<file path="src/rtl/ex_hazard_ctrl.sv">
// Hazard controller for the rv32i five-stage core: shadow scoreboard of EX/MEM/WB
// destinations driving operand forwarding, load-use bubbles, redirect flush and perf counters.
module ex_hazard_ctrl #(
  parameter int FLUSH_CYCLES = 2,
  parameter int CNT_W        = 32
) (
  input  logic             clk,
  input  logic             reset,
  input  logic             i_id_ce,
  input  logic [4:0]       i_id_rs1_addr,
  input  logic [4:0]       i_id_rs2_addr,
  input  logic [4:0]       i_id_rd_addr,
  input  logic             i_id_wr_reg,
  input  logic             i_id_load,
  input  logic             i_ex_ce,
  input  logic             i_change_pc,
  input  logic             i_mem_busy,
  input  logic             i_cnt_clr,
  output logic             o_stall_if,
  output logic             o_stall_id,
  output logic             o_force_stall,
  output logic             o_flush,
  output logic [1:0]       o_fwd_rs1_sel,
  output logic [1:0]       o_fwd_rs2_sel,
  output logic             o_state,
  output logic [CNT_W-1:0] o_stall_cnt,
  output logic [CNT_W-1:0] o_flush_cnt
);

  localparam int FCNT_W = (FLUSH_CYCLES > 2) ? $clog2(FLUSH_CYCLES) : 1;

  typedef enum logic {
    RUN   = 1'b0,
    FLUSH = 1'b1
  } state_t;

  typedef struct packed {
    logic       valid;
    logic [4:0] rd;
    logic       wr;
    logic       load;
  } slot_t;

  slot_t             ex_q, mem_q, wb_q;
  slot_t             ex_d, mem_d, wb_d;
  state_t            state_q, state_d;
  logic [FCNT_W-1:0] fcnt_q, fcnt_d;
  logic [CNT_W-1:0]  stall_cnt_q, stall_cnt_d;
  logic [CNT_W-1:0]  flush_cnt_q, flush_cnt_d;

  logic redirect_req;
  logic redirect_acc;
  logic flush;
  logic load_use;
  logic stall;
  logic id_accept;

  function automatic logic hit(input slot_t s, input logic [4:0] rs);
    return s.valid & s.wr & (s.rd == rs) & (rs != 5'd0);
  endfunction

  // Youngest producer wins: EX shadows MEM, MEM shadows WB.
  function automatic logic [1:0] fwd_sel(input slot_t ex, input slot_t mem,
                                         input slot_t wb, input logic [4:0] rs);
    if (hit(ex, rs))       return 2'd1;
    else if (hit(mem, rs)) return 2'd2;
    else if (hit(wb, rs))  return 2'd3;
    else                   return 2'd0;
  endfunction

  // Stall and flush are masked while reset is held so outputs read 0 during reset.
  always_comb begin
    redirect_req = (state_q == RUN) & i_change_pc & i_ex_ce;
    redirect_acc = redirect_req & ~i_mem_busy;
    flush        = reset & ((state_q == FLUSH) | redirect_req);
    load_use     = reset & i_id_ce & ex_q.load & ~flush &
                   (hit(ex_q, i_id_rs1_addr) | hit(ex_q, i_id_rs2_addr));
    stall        = load_use | (reset & i_mem_busy);
    id_accept    = i_id_ce & ~stall & ~flush;
  end

  always_comb begin
    ex_d  = ex_q;
    mem_d = mem_q;
    wb_d  = wb_q;
    if (!i_mem_busy) begin
      wb_d  = mem_q;
      mem_d = ex_q;
      ex_d  = '0;
      if (id_accept) begin
        ex_d.valid = 1'b1;
        ex_d.rd    = i_id_rd_addr;
        ex_d.wr    = i_id_wr_reg;
        ex_d.load  = i_id_load;
      end
    end
  end

  always_comb begin
    state_d = state_q;
    fcnt_d  = fcnt_q;
    if (!i_mem_busy) begin
      unique case (state_q)
        RUN: begin
          if (redirect_acc && (FLUSH_CYCLES > 1)) begin
            state_d = FLUSH;
            fcnt_d  = FCNT_W'(FLUSH_CYCLES - 2);
          end
        end
        FLUSH: begin
          if (fcnt_q == '0) state_d = RUN;
          else              fcnt_d  = fcnt_q - FCNT_W'(1);
        end
        default: state_d = RUN;
      endcase
    end
  end

  always_comb begin
    stall_cnt_d = stall_cnt_q;
    flush_cnt_d = flush_cnt_q;
    if (i_cnt_clr) begin
      stall_cnt_d = '0;
      flush_cnt_d = '0;
    end else begin
      if (stall)        stall_cnt_d = stall_cnt_q + CNT_W'(1);
      if (redirect_acc) flush_cnt_d = flush_cnt_q + CNT_W'(1);
    end
  end

  always_ff @(posedge clk or negedge reset) begin
    if (!reset) begin
      ex_q        <= '0;
      mem_q       <= '0;
      wb_q        <= '0;
      state_q     <= RUN;
      fcnt_q      <= '0;
      stall_cnt_q <= '0;
      flush_cnt_q <= '0;
    end else begin
      ex_q        <= ex_d;
      mem_q       <= mem_d;
      wb_q        <= wb_d;
      state_q     <= state_d;
      fcnt_q      <= fcnt_d;
      stall_cnt_q <= stall_cnt_d;
      flush_cnt_q <= flush_cnt_d;
    end
  end

  always_comb begin
    o_stall_if    = stall;
    o_stall_id    = stall;
    o_force_stall = stall;
    o_flush       = flush;
    o_fwd_rs1_sel = fwd_sel(ex_q, mem_q, wb_q, i_id_rs1_addr);
    o_fwd_rs2_sel = fwd_sel(ex_q, mem_q, wb_q, i_id_rs2_addr);
    o_state       = (state_q == FLUSH);
    o_stall_cnt   = stall_cnt_q;
    o_flush_cnt   = flush_cnt_q;
  end

endmodule

</file>
<file path="config.mk">
export PLATFORM = sky130hd
export DESIGN_NAME = ex_hazard_ctrl
export DESIGN_NICKNAME = d
export VERILOG_FILES = /design/src/rtl/ex_hazard_ctrl.sv
export SDC_FILE = /design/constraint.sdc
export NUM_CORES = 1
export LEC_CHECK = 0
export ABC_AREA = 0
export CORE_MARGIN = 2
export CORE_UTILIZATION = 30
export DETAILED_ROUTE_END_ITERATION = 10
export HOLD_SLACK_MARGIN = 0.03
export PLACE_DENSITY = 0.48
export SLEW_MARGIN = 25
export SYNTH_ARGS = -nofsm -noshare
export SYNTH_HDL_FRONTEND = slang
export SYNTH_SLANG_ARGS = --single-unit
</file>
<file path="constraint.sdc">
create_clock -name clk -period 2.5 [get_ports clk]
set_clock_uncertainty 0.1 [all_clocks]
set_input_delay 0.25 -clock clk [delete_from_list [all_inputs] [get_ports clk]]
set_output_delay 0.25 -clock clk [all_outputs]
set_load 0.01 [all_outputs]
</file>
==> impl_metrics.prom, run 1 <==
# TYPE chip_impl_metric gauge
chip_impl_info{name="timing.setup.critical_path_class",value="register to register"} 1
chip_impl_metric{name="crit_path_max_incr_delay",unit="ns"} 0.39
chip_impl_info{name="hold_class",value="primary input to register"} 1
chip_impl_metric{name="ioPinCount",unit=""} 97
chip_impl_metric{name="use_met3",unit="%"} 2.80
chip_impl_metric{name="comb_power_share",unit="%"} 10.4
chip_impl_info{name="tritoncts",value="built"} 1
chip_impl_metric{name="max_cap_violations",unit=""} 0
chip_impl_metric{name="level_count_of_the_clock_h_tree",unit=""} 3
chip_impl_metric{name="multiInputGateArea",unit="um^2"} 3020
chip_impl_metric{name="drtAntennaViolNets",unit=""} 0
chip_impl_metric{name="final_layout_size_suffix_gt1_share",unit="%"} 21.3
chip_impl_metric{name="grt_overflow",unit=""} 0
chip_impl_metric{name="cp.required",unit="ns"} 2.63
chip_impl_metric{name="cts.clk_slew.worst_paths",unit="ns"} 0.07
chip_impl_metric{name="p_clk_share",unit="%"} 43.8
chip_impl_metric{name="avgViaCountPerCell",unit=""} 5.10
chip_impl_metric{name="fin_total_pwr",unit="mW"} 3.28
chip_impl_metric{name="drt-pass1-iter-count",unit=""} 7
chip_impl_metric{name="finalCritPeriodShare",unit="%"} 95.1
chip_impl_metric{name="clock_sinks",unit=""} 87
chip_impl_metric{name="hpwl",unit="um"} 11900
chip_impl_info{name="synth.area.top_cells",value="sky130_fd_sc_hd__dfrtp_1, sky130_fd_sc_hd__xor2_1, sky130_fd_sc_hd__mux2_2, sky130_fd_sc_hd__nor2_1, sky130_fd_sc_hd__nand2_1"} 1
chip_impl_metric{name="yosysWarnings",unit=""} 0
chip_impl_metric{name="detailroute.via_count",unit=""} 4865
chip_impl_metric{name="min_clock_period_post_route",unit="ns"} 2.38
chip_impl_metric{name="finalInstanceArea",unit="um^2"} 7360
chip_impl_metric{name="power_switching_share",unit="%"} 24.6
chip_impl_metric{name="seq_area_frac_synth",unit="%"} 41.5
chip_impl_metric{name="timing.final.max_slew_violations",unit=""} 0
chip_impl_info{name="synthFlopType",value="sky130_fd_sc_hd__dfrtp_1"} 1
chip_impl_metric{name="rows",unit=""} 48
chip_impl_metric{name="netlist_area",unit="um^2"} 5240
chip_impl_metric{name="synth_largest_type_area_fraction",unit="%"} 41.5
chip_impl_metric{name="synth.net_count",unit=""} 592
chip_impl_metric{name="die_area",unit="um^2"} 18600
chip_impl_metric{name="power.net_switching",unit="uW"} 806
chip_impl_metric{name="p_leak",unit="nW"} 3.04
chip_impl_info{name="status",value="complete, no violations"} 1
chip_impl_metric{name="fin_hold_ws",unit="ns"} 0.187
chip_impl_info{name="worstPathCellList",value="xor2_1 > nor4_2 > nand4_1 > and2_4 > buf_4 > buf_4 > o32ai_4 > mux2_4"} 1
chip_impl_metric{name="tritoncts.num_buffers",unit=""} 9
chip_impl_metric{name="clockBufferDepth",unit=""} 2
chip_impl_metric{name="grt.met2_usage",unit="%"} 27.9
chip_impl_metric{name="track_usage",unit="%"} 17.7
chip_impl_metric{name="floorplan.initialDensity",unit="%"} 30.5
chip_impl_metric{name="number_of_i_o_port_buffers",unit=""} 96
chip_impl_metric{name="dpl-instance-area",unit="um^2"} 6910
chip_impl_metric{name="gp_congestion",unit=""} 0.917
chip_impl_metric{name="wl_per_cell",unit="um"} 16.5
chip_impl_info{name="synth.cells.most_frequent",value="sky130_fd_sc_hd__dfrtp_1, sky130_fd_sc_hd__nor2_1, sky130_fd_sc_hd__nand2_1, sky130_fd_sc_hd__xor2_1, sky130_fd_sc_hd__nand3_1"} 1
chip_impl_metric{name="wirelength",unit="um"} 15800
chip_impl_info{name="critPathSlowestCell",value="sky130_fd_sc_hd__dfrtp_1"} 1
chip_impl_metric{name="ir_drop",unit="uV"} 310
chip_impl_metric{name="relSlewSlack",unit="%"} 50.5
chip_impl_metric{name="grt_pass1_wl",unit="um"} 25800
chip_impl_info{name="synth_top_cell_by_area",value="sky130_fd_sc_hd__dfrtp_1"} 1
chip_impl_info{name="start_kind",value="register"} 1
chip_impl_metric{name="seq_power_share",unit="%"} 45.8
chip_impl_metric{name="netlist_instances",unit=""} 566
chip_impl_metric{name="largest_net_degree_at_the_start_of_global_routing",unit=""} 56
chip_impl_metric{name="dr_iter_0_viols",unit=""} 278
chip_impl_metric{name="timing_hold_violations_final",unit=""} 0
chip_impl_info{name="worst_setup_path_end_kind",value="register"} 1
chip_impl_info{name="critical-path-top-cell-by-count",value="sky130_fd_sc_hd__buf_4"} 1
chip_impl_metric{name="dieHeight",unit="um"} 136
chip_impl_metric{name="yosys.cell_types.count",unit=""} 60
chip_impl_metric{name="regArea",unit="um^2"} 2180
chip_impl_metric{name="crit_path_max_fanout",unit=""} 8
chip_impl_metric{name="final_nets",unit=""} 749
chip_impl_metric{name="synthesis.area_per_instance",unit="um^2"} 9.26
chip_impl_metric{name="vias_in_the_first_global_route",unit=""} 4812
chip_impl_metric{name="synth.ff_latch_count",unit=""} 87
chip_impl_metric{name="worstPathArrival",unit="ns"} 2.51
chip_impl_metric{name="clock_latency",unit="ns"} 0.35
chip_impl_metric{name="post-route-drc-count",unit=""} 0
chip_impl_metric{name="die_width",unit="um"} 136
chip_impl_info{name="yosysMostFrequentCell",value="sky130_fd_sc_hd__dfrtp_1"} 1
chip_impl_metric{name="core_area",unit="um^2"} 17200
chip_impl_metric{name="maxClockFrequency",unit="MHz"} 421
chip_impl_metric{name="flow.area_growth_from_synthesis",unit="%"} 40.4
chip_impl_metric{name="synth_edf_count",unit=""} 0
chip_impl_metric{name="worst-slew-pin-transition",unit="ns"} 0.742
chip_impl_metric{name="setup_viol",unit=""} 0
chip_impl_metric{name="count_of_filler_cells_inserted_in_the_layout",unit=""} 1682
chip_impl_info{name="top_usage_layer",value="met2"} 1
chip_impl_metric{name="global_route.usage.met1",unit="%"} 24.7
chip_impl_metric{name="antenna_violations_before_repair",unit=""} 0
chip_impl_metric{name="p_int",unit="mW"} 2.47
chip_impl_metric{name="share_of_synthesized_flip_flops_with_an_asynchronous_set_or_reset",unit="%"} 100
chip_impl_metric{name="power_density",unit="nW/um^2"} 445
chip_impl_info{name="clockRootBuffer",value="sky130_fd_sc_hd__clkbuf_16"} 1
[through the flow]
stage | std cells | setup TNS [ns] | util, % | setup slack (ns)
2_1_floorplan | 566 | 0 | - | 0.154
4_1_cts | 953 | -0.00445 | 42.4 | -0.00445
3_5_place_dp | 934 | -4.27 | 40.2 | -0.344
3_3_place_gp | 934 | -2.83 | 40.2 | -0.289
5_1_grt | 953 | -0.00695 | 42.9 | -0.00695
6_report | 954 | 0 | 42.9 | 0.122
[cells in the final DEF (no fill, tap or decap), drive strengths merged, types with 6 or more instances in the layout]
cell type       n
mux2           35
clkbuf         15
a22o            7
o22ai           6
nor3           15
xnor2          16
a21oi           7
or3            10
nor2b          23
nand2          57
and3           10
xor2           35
nand4          24
dfrtp          87
o21ai          13
nor4            6
nor2           77
nand3          33
o32ai          10
clkdlybuf4s50  86
inv            12
buf            78
and2            9
[routing by layer]
metal | up-vias | wire [um]
met5 | - | 0
met4 | 0 | 263
met3 | 19 | 684
met2 | 119 | 7390
met1 | 2390 | 7450
li1 | 2337 | -
[registers in the layout, summed over array words and instances (netlist names)]
signal	cells
o_flush_cnt	32
o_stall_cnt	32
ex_q	8
mem_q	7
wb_q	7
o_state	1
[kinds of logic (layout without fill, tap and decap cells)]
| kind of cell | Yosys count | after routing | synth area share (%) |
|---|---|---|---|
| muxes | 37 | 37 | 7.90 |
| DFF | 87 | 87 | 41.5 |
| buffers and inverters | 38 | 200 | 3.22 |
| AOI/OAI and AO/OA | 70 | 70 | 10.7 |
| other | 0 | 1 | 0 |
| adders and majority gates | 2 | 2 | 0.477 |
| xor gates and xnor gates | 51 | 51 | 8.52 |
| and+or+nand+nor | 281 | 281 | 27.7 |
[power by group through the flow]
stage / logic, mW / clock network [mW] / registers [mW]
5_1_grt: 0.380 / 1.54 / 1.51
4_1_cts: 0.341 / 1.49 / 1.50
3_3_place_gp: 0.329 / 0 / 1.53
2_1_floorplan: 0.163 / 0 / 1.51
6_report: 0.340 / 1.44 / 1.50
3_5_place_dp: 0.334 / 0 / 1.53
[worst max-delay path: cells and delay by family (launching register included)]
family                    cells  cell delay [ns]
buffers and inverters         2             0.31
xor gates and xnor gates      1             0.17
AOI/OAI and AO/OA             1             0.30
and+or+nand+nor               3             0.66
muxes                         1             0.32
DFF                           1             0.39
[layout make-up]
| type | count | share of cell area [%] |
|---|---|---|
| multi-input cells | 441 | 41.1 |
| flip-flops and latches | 87 | 29.6 |
| repair buffers | 173 | 20.6 |
| well taps | 225 | 3.82 |
| clock buffers | 12 | 3.62 |
| clock inverters | 4 | 0.697 |
| inverters | 11 | 0.561 |
| diodes | 1 | 0.0340 |
[repair_timing]
item | CTS | global route
setup buffers | 2 | 0
hold buffers | 1 | 0
gates resized for setup | 19 | 19
pin swaps | 6 | 7
setup endpoints to repair | 7 | 17
endpoints found under the hold margin | 32 | 0
[final timing paths]
kind | slack [ns] | startpoint | end | depth (start not counted)
max | 0.12 | ex_q[3] | o_stall_cnt[18] | 8
min | 0.19 | i_cnt_clr | o_flush_cnt[6] | 2
max reg2reg | 0.12 | ex_q[3] | o_stall_cnt[18] | 8
min reg2reg | 0.40 | ex_q[7] | ex_q[7] | 1
max in group asynchronous | 1.10 | reset | mem_q[4] | 3
min in group asynchronous | 0.20 | reset | o_state | 2
(Power assumes the default switching activity.)
==> inputs of run 2 (changes only) <==
--- a/config.mk
+++ b/config.mk
@@ -10,7 +10,7 @@
 export CORE_UTILIZATION = 30
 export DETAILED_ROUTE_END_ITERATION = 10
 export HOLD_SLACK_MARGIN = 0.03
-export PLACE_DENSITY = 0.48
+export PLACE_DENSITY = 0.54
 export SLEW_MARGIN = 25
 export SYNTH_ARGS = -nofsm -noshare
 export SYNTH_HDL_FRONTEND = slang
==> impl_metrics.prom, run 2 (synthesis gave the netlist of run 1 again) <==
# TYPE chip_impl_metric gauge
chip_impl_metric{name="setup_viol",unit=""} 0
chip_impl_metric{name="timing_hold_violations_final",unit=""} 0
chip_impl_metric{name="antenna_violations_before_repair",unit=""} 0
chip_impl_metric{name="finalCritPeriodShare",unit="%"} 95.6
chip_impl_metric{name="final_critical_path_setup_slack",unit="ns"} 0.110
chip_impl_metric{name="worstPathArrival",unit="ns"} 2.52
chip_impl_info{name="clockRootBuffer",value="sky130_fd_sc_hd__clkbuf_16"} 1
chip_impl_metric{name="largest_net_degree_at_the_start_of_global_routing",unit=""} 56
chip_impl_metric{name="maxClockFrequency",unit="MHz"} 418
chip_impl_metric{name="ir_drop",unit="uV"} 328
chip_impl_metric{name="rows",unit=""} 48
chip_impl_metric{name="seq_power_share",unit="%"} 47.7
chip_impl_metric{name="clock_latency",unit="ns"} 0.35
chip_impl_metric{name="max_cap_violations",unit=""} 0
chip_impl_metric{name="worst-slew-pin-transition",unit="ns"} 0.782
chip_impl_metric{name="dieHeight",unit="um"} 136
chip_impl_metric{name="power_switching_share",unit="%"} 26.2
chip_impl_info{name="worst_setup_path_end_kind",value="register"} 1
chip_impl_metric{name="cp.required",unit="ns"} 2.63
chip_impl_metric{name="grt_overflow",unit=""} 0
chip_impl_metric{name="power.net_switching",unit="uW"} 826
chip_impl_metric{name="cts.clk_slew.worst_paths",unit="ns"} 0.07
chip_impl_metric{name="hpwl",unit="um"} 11400
chip_impl_metric{name="number_of_i_o_port_buffers",unit=""} 96
chip_impl_metric{name="clockBufferDepth",unit=""} 2
chip_impl_metric{name="flow.area_growth_from_synthesis",unit="%"} 39.0
chip_impl_metric{name="totalNegativeSetupSlack",unit="ns"} 0
chip_impl_info{name="start_kind",value="register"} 1
chip_impl_metric{name="post-route-drc-count",unit=""} 0
chip_impl_metric{name="final_nets",unit=""} 745
chip_impl_metric{name="relSlewSlack",unit="%"} 47.8
chip_impl_metric{name="antennaDiodeCount",unit=""} 0
chip_impl_info{name="tritoncts",value="built"} 1
chip_impl_metric{name="gp_congestion",unit=""} 0.861
chip_impl_metric{name="power_density",unit="nW/um^2"} 432
chip_impl_metric{name="tritoncts.num_buffers",unit=""} 9
chip_impl_metric{name="crit_path_max_fanout",unit=""} 18
chip_impl_metric{name="final_layout_size_suffix_gt1_share",unit="%"} 20.6
chip_impl_metric{name="dr_iter_0_viols",unit=""} 286
chip_impl_metric{name="vias_in_the_first_global_route",unit=""} 4834
chip_impl_metric{name="grt_pass1_wl",unit="um"} 25200
chip_impl_info{name="timing.setup.critical_path_class",value="register to register"} 1
chip_impl_metric{name="level_count_of_the_clock_h_tree",unit=""} 3
chip_impl_metric{name="floorplan.initialDensity",unit="%"} 30.5
chip_impl_metric{name="drtAntennaViolNets",unit=""} 0
chip_impl_metric{name="comb_power_share",unit="%"} 11.1
chip_impl_metric{name="track_usage",unit="%"} 17.3
chip_impl_metric{name="detailroute.via_count",unit=""} 4801
chip_impl_metric{name="p_leak",unit="nW"} 3.09
chip_impl_metric{name="die_width",unit="um"} 136
chip_impl_metric{name="wl_per_cell",unit="um"} 16.3
chip_impl_metric{name="ioPinCount",unit=""} 97
chip_impl_metric{name="count_of_filler_cells_inserted_in_the_layout",unit=""} 1703
chip_impl_info{name="status",value="complete, no violations"} 1
chip_impl_metric{name="wirelength",unit="um"} 15500
chip_impl_info{name="final_cell_mix",value="sky130_fd_sc_hd__dfrtp_1, sky130_fd_sc_hd__clkdlybuf4s50_1, sky130_fd_sc_hd__nor2_1, sky130_fd_sc_hd__buf_4, sky130_fd_sc_hd__nand2_1"} 1
chip_impl_info{name="hold_class",value="primary input to register"} 1
chip_impl_metric{name="die_area",unit="um^2"} 18600
chip_impl_metric{name="core_area",unit="um^2"} 17200
chip_impl_metric{name="drt-pass1-iter-count",unit=""} 5
chip_impl_metric{name="clock_sinks",unit=""} 87
chip_impl_metric{name="p_clk_share",unit="%"} 41.2
chip_impl_metric{name="min_clock_period_post_route",unit="ns"} 2.39
chip_impl_metric{name="timing.final.max_slew_violations",unit=""} 0
chip_impl_metric{name="p_int",unit="mW"} 2.32
chip_impl_metric{name="avgViaCountPerCell",unit=""} 5.06
chip_impl_metric{name="placement.setup.worst_slack",unit="ns"} -0.337
[run 2: metrics by stage]
| step | cell area [um^2] | std cells | power, mW | hold WS (ns) | util, % |
|---|---|---|---|---|---|
| 2_1_floorplan | 5240 | 566 | 1.68 | -0.146 | - |
| 4_1_cts | 7180 | 948 | 3.18 | 0.201 | 41.8 |
| 6_report | 7290 | 949 | 3.15 | 0.214 | 42.4 |
| 5_1_grt | 7290 | 949 | 3.28 | 0.214 | 42.4 |
| 3_5_place_dp | 6860 | 928 | 1.87 | 0.277 | 39.9 |
| 3_3_place_gp | 6860 | 928 | 1.86 | 0.267 | 39.9 |
[run 2: power by group through the flow]
stage	clock network, mW	registers, mW	logic [mW]
floorplan	0	1.51	0.163
global placement	0	1.53	0.334
detailed placement	0	1.53	0.339
CTS	1.33	1.50	0.345
global route	1.38	1.51	0.387
finish	1.30	1.50	0.349
[run 2: what timing repair did]
action,in CTS,in global routing
cloned,0,0
hold endpoints to repair,32,0
pin swaps,5,9
setup endpoints to repair,7,22
buffers inserted,3,1
hold buffers,1,0
resized for setup,13,25
[run 2: path summary, 6_finish.rpt]
kind                            from               to  slack (ns)  cells after the start
setup / recovery             ex_q[6]  o_stall_cnt[18]        0.11                      8
hold / removal             i_cnt_clr   o_flush_cnt[5]        0.21                      2
setup reg to reg             ex_q[6]  o_stall_cnt[18]        0.11                      8
hold reg to reg              ex_q[7]          ex_q[7]        0.41                      1
max in group asynchronous      reset  o_stall_cnt[21]        1.17                      3
min in group asynchronous      reset          wb_q[1]        0.45                      3
[run 2: per-layer routing]
layer  GRT usage, %  vias to the layer above  share of wire, %
li1               -                     2338                 -
met1           22.5                     2350                46
met2           28.7                       98                48
met3           3.54                       15               4.5
met4           5.44                        0               1.6
met5              0                        -                 0
[run 2: area by class of cell]
cell class / count / area, um^2 / share of cell area, %
clock buffers: 10 / 239 / 3.28
clock inverters: 6 / 42.5 / 0.584
inverters: 11 / 41.3 / 0.566
multi-input cells: 441 / 3020 / 41.4
flip-flops and latches: 87 / 2180 / 29.9
well taps: 225 / 282 / 3.86
repair buffers: 169 / 1490 / 20.4
[run 2: critical path, stage by stage (launching register included)]
cell and delay (ns):
sky130_fd_sc_hd__dfrtp_2 0.45, sky130_fd_sc_hd__xor2_1 0.19, sky130_fd_sc_hd__nor4_2 0.21, sky130_fd_sc_hd__nand4_1 0.16
sky130_fd_sc_hd__and2_4 0.19, sky130_fd_sc_hd__buf_4 0.15, sky130_fd_sc_hd__buf_6 0.17, sky130_fd_sc_hd__o32ai_2 0.32
sky130_fd_sc_hd__mux2_4 0.33
==> inputs of run 3 (changes only) <==
--- a/config.mk
+++ b/config.mk
@@ -6,11 +6,13 @@
 export NUM_CORES = 1
 export LEC_CHECK = 0
 export ABC_AREA = 0
+export CORE_ASPECT_RATIO = 1.75
 export CORE_MARGIN = 2
-export CORE_UTILIZATION = 30
+export CORE_UTILIZATION = 24
 export DETAILED_ROUTE_END_ITERATION = 10
 export HOLD_SLACK_MARGIN = 0.03
-export PLACE_DENSITY = 0.54
+export PLACE_DENSITY = 0.46
+export SKIP_CTS_REPAIR_TIMING = 1
 export SLEW_MARGIN = 25
 export SYNTH_ARGS = -nofsm -noshare
 export SYNTH_HDL_FRONTEND = slang
==> impl_metrics.prom, run 3 (synthesis gave the netlist of run 1 again) <==
# TYPE chip_impl_metric gauge
chip_impl_info{name="status",value="complete, no violations"} 1
chip_impl_metric{name="die_width",unit="um"} 116
chip_impl_metric{name="clock_sinks",unit=""} 87
chip_impl_metric{name="final_nets",unit=""} 743
chip_impl_metric{name="timing.final.max_slew_violations",unit=""} 0
chip_impl_metric{name="hpwl",unit="um"} 12900
chip_impl_metric{name="dr_iter_0_viols",unit=""} 227
chip_impl_metric{name="grt_pass1_wl",unit="um"} 26800
chip_impl_metric{name="drt-pass1-iter-count",unit=""} 4
chip_impl_info{name="worst_setup_path_end_kind",value="register"} 1
chip_impl_metric{name="fin_total_pwr",unit="mW"} 3.15
chip_impl_metric{name="number_of_i_o_port_buffers",unit=""} 96
chip_impl_metric{name="relSlewSlack",unit="%"} 46.4
chip_impl_metric{name="avgViaCountPerCell",unit=""} 4.77
chip_impl_info{name="final_cell_mix",value="sky130_fd_sc_hd__clkdlybuf4s50_1, sky130_fd_sc_hd__dfrtp_1, sky130_fd_sc_hd__nor2_1, sky130_fd_sc_hd__buf_4, sky130_fd_sc_hd__nand2_1"} 1
chip_impl_metric{name="dieHeight",unit="um"} 200
chip_impl_metric{name="cts.clk_slew.worst_paths",unit="ns"} 0.07
chip_impl_metric{name="core_area",unit="um^2"} 21500
chip_impl_metric{name="detailroute.via_count",unit=""} 4841
chip_impl_metric{name="wl_per_cell",unit="um"} 16.3
chip_impl_metric{name="finalCritPeriodShare",unit="%"} 96.2
chip_impl_metric{name="clockBufferDepth",unit=""} 2
chip_impl_metric{name="track_usage",unit="%"} 14.9
chip_impl_metric{name="worstPathArrival",unit="ns"} 2.54
chip_impl_metric{name="min_clock_period_post_route",unit="ns"} 2.41
chip_impl_metric{name="timing_hold_violations_final",unit=""} 0
chip_impl_metric{name="power_density",unit="nW/um^2"} 430
chip_impl_info{name="timing.setup.critical_path_class",value="register to register"} 1
chip_impl_metric{name="tritoncts.num_buffers",unit=""} 9
chip_impl_metric{name="antennaDiodeCount",unit=""} 0
chip_impl_metric{name="floorplan.initialDensity",unit="%"} 24.4
chip_impl_metric{name="final_layout_size_suffix_gt1_share",unit="%"} 19.3
chip_impl_metric{name="ir_drop",unit="uV"} 255
chip_impl_metric{name="wirelength",unit="um"} 16500
chip_impl_metric{name="vias_in_the_first_global_route",unit=""} 5191
chip_impl_metric{name="gp_congestion",unit=""} 0.908
chip_impl_info{name="worst_path_dominant_cell_family",value="simple AND/OR/NAND/NOR gates"} 1
chip_impl_metric{name="max_cap_violations",unit=""} 0
chip_impl_metric{name="cp.required",unit="ns"} 2.64
chip_impl_info{name="critPathSlowestCell",value="sky130_fd_sc_hd__dfrtp_2"} 1
chip_impl_metric{name="rows",unit=""} 71
chip_impl_metric{name="largest_net_degree_at_the_start_of_global_routing",unit=""} 60
chip_impl_info{name="tritoncts",value="built"} 1
chip_impl_metric{name="crit_path_max_incr_delay",unit="ns"} 0.44
chip_impl_metric{name="setup_viol",unit=""} 0
chip_impl_info{name="hold_class",value="primary input to register"} 1
chip_impl_metric{name="clock_latency",unit="ns"} 0.35
chip_impl_metric{name="worst-slew-pin-transition",unit="ns"} 0.804
chip_impl_metric{name="fin_hold_ws",unit="ns"} 0.201
chip_impl_metric{name="crit_path_max_fanout",unit=""} 23
chip_impl_metric{name="antenna_violations_before_repair",unit=""} 0
chip_impl_metric{name="level_count_of_the_clock_h_tree",unit=""} 3
chip_impl_metric{name="post-route-drc-count",unit=""} 0
chip_impl_metric{name="die_area",unit="um^2"} 23100
chip_impl_metric{name="drtAntennaViolNets",unit=""} 0
chip_impl_metric{name="layout.core_utilization",unit="%"} 34.1
chip_impl_metric{name="timing.critical_path.buf_inv",unit=""} 1
chip_impl_info{name="layout_commonest_cell",value="sky130_fd_sc_hd__clkdlybuf4s50_1"} 1
chip_impl_metric{name="maxClockFrequency",unit="MHz"} 416
chip_impl_metric{name="ioPinCount",unit=""} 97
chip_impl_info{name="clockRootBuffer",value="sky130_fd_sc_hd__clkbuf_16"} 1
chip_impl_info{name="start_kind",value="register"} 1
chip_impl_info{name="worstPathCellList",value="xor2_1 > nor4_2 > nand4_1 > and2_4 > buf_4 > o41ai_2 > mux2_1"} 1
chip_impl_metric{name="flow.area_growth_from_synthesis",unit="%"} 39.8
chip_impl_metric{name="p_leak",unit="nW"} 3.10
chip_impl_metric{name="grt_overflow",unit=""} 0
-- run 3: cell types whose count changed in the layout (fill, tap and decap cells not counted), sizes merged, moves of 2 or more --
cell	before	now
clkbuf	14	12
inv	13	11
clkinv	2	0
dlygate4sd2	3	0
clkinvlp	2	4
dlymetal6s2s	1	7
buf	74	72
-- run 3: worst paths after layout --
kind                           start               to  slack [ns]  cells after the start
max                          ex_q[5]  o_stall_cnt[11]        0.09                      7
min                        i_cnt_clr  o_flush_cnt[27]        0.20                      2
max reg2reg                  ex_q[5]  o_stall_cnt[11]        0.09                      7
min reg2reg                  ex_q[7]          ex_q[7]        0.42                      1
max in group asynchronous      reset          ex_q[5]        1.04                      3
min in group asynchronous      reset          ex_q[1]        0.21                      2
-- run 3: metrics by stage --
step	setup TNS (ns)	instances	worst slack [ns]	instance area (um^2)
global placement	-2.92	997	-0.204	6960
CTS	-1.74	1013	-0.365	7250
global route	-0.00327	1014	-0.00327	7330
finish	0	1014	0.0949	7330
detailed placement	-4.01	997	-0.240	6960
floorplan	0	566	0.154	5240
-- run 3: cell type report --
cell class                      instances  area, um^2
Tap cell                              292         365
Clock inverter                          4        30.0
Multi-Input combinational cell        441        2950
Timing Repair Buffer                  167        1510
Sequential cell                        87        2180
Inverter                               11        41.3
Fill cell                            2312       14200
Clock buffer                           12         256
-- run 3: per-layer routing --
metal	wire length, um	vias up	GRT usage [%]
li1	-	2334	-
met1	6110	2356	15.2
met2	9430	123	29.2
met3	512	28	2.15
met4	489	0	6.57
met5	0	-	0
-- run 3: power by group --
group	switching [mW]	total (mW)	internal (mW)	leakage (nW)
sequential	0.0535	1.50	1.45	1.19
clock	0.581	1.31	0.728	0.127
combinational	0.179	0.339	0.160	1.78
-- run 3: worst register-to-register path, stage by stage, from the launching register on --
cell                      delay (ns)
sky130_fd_sc_hd__dfrtp_2        0.44
sky130_fd_sc_hd__xor2_1         0.18
sky130_fd_sc_hd__nor4_2         0.27
sky130_fd_sc_hd__nand4_1        0.16
sky130_fd_sc_hd__and2_4         0.18
sky130_fd_sc_hd__buf_4          0.22
sky130_fd_sc_hd__o41ai_2        0.39
sky130_fd_sc_hd__mux2_1         0.35
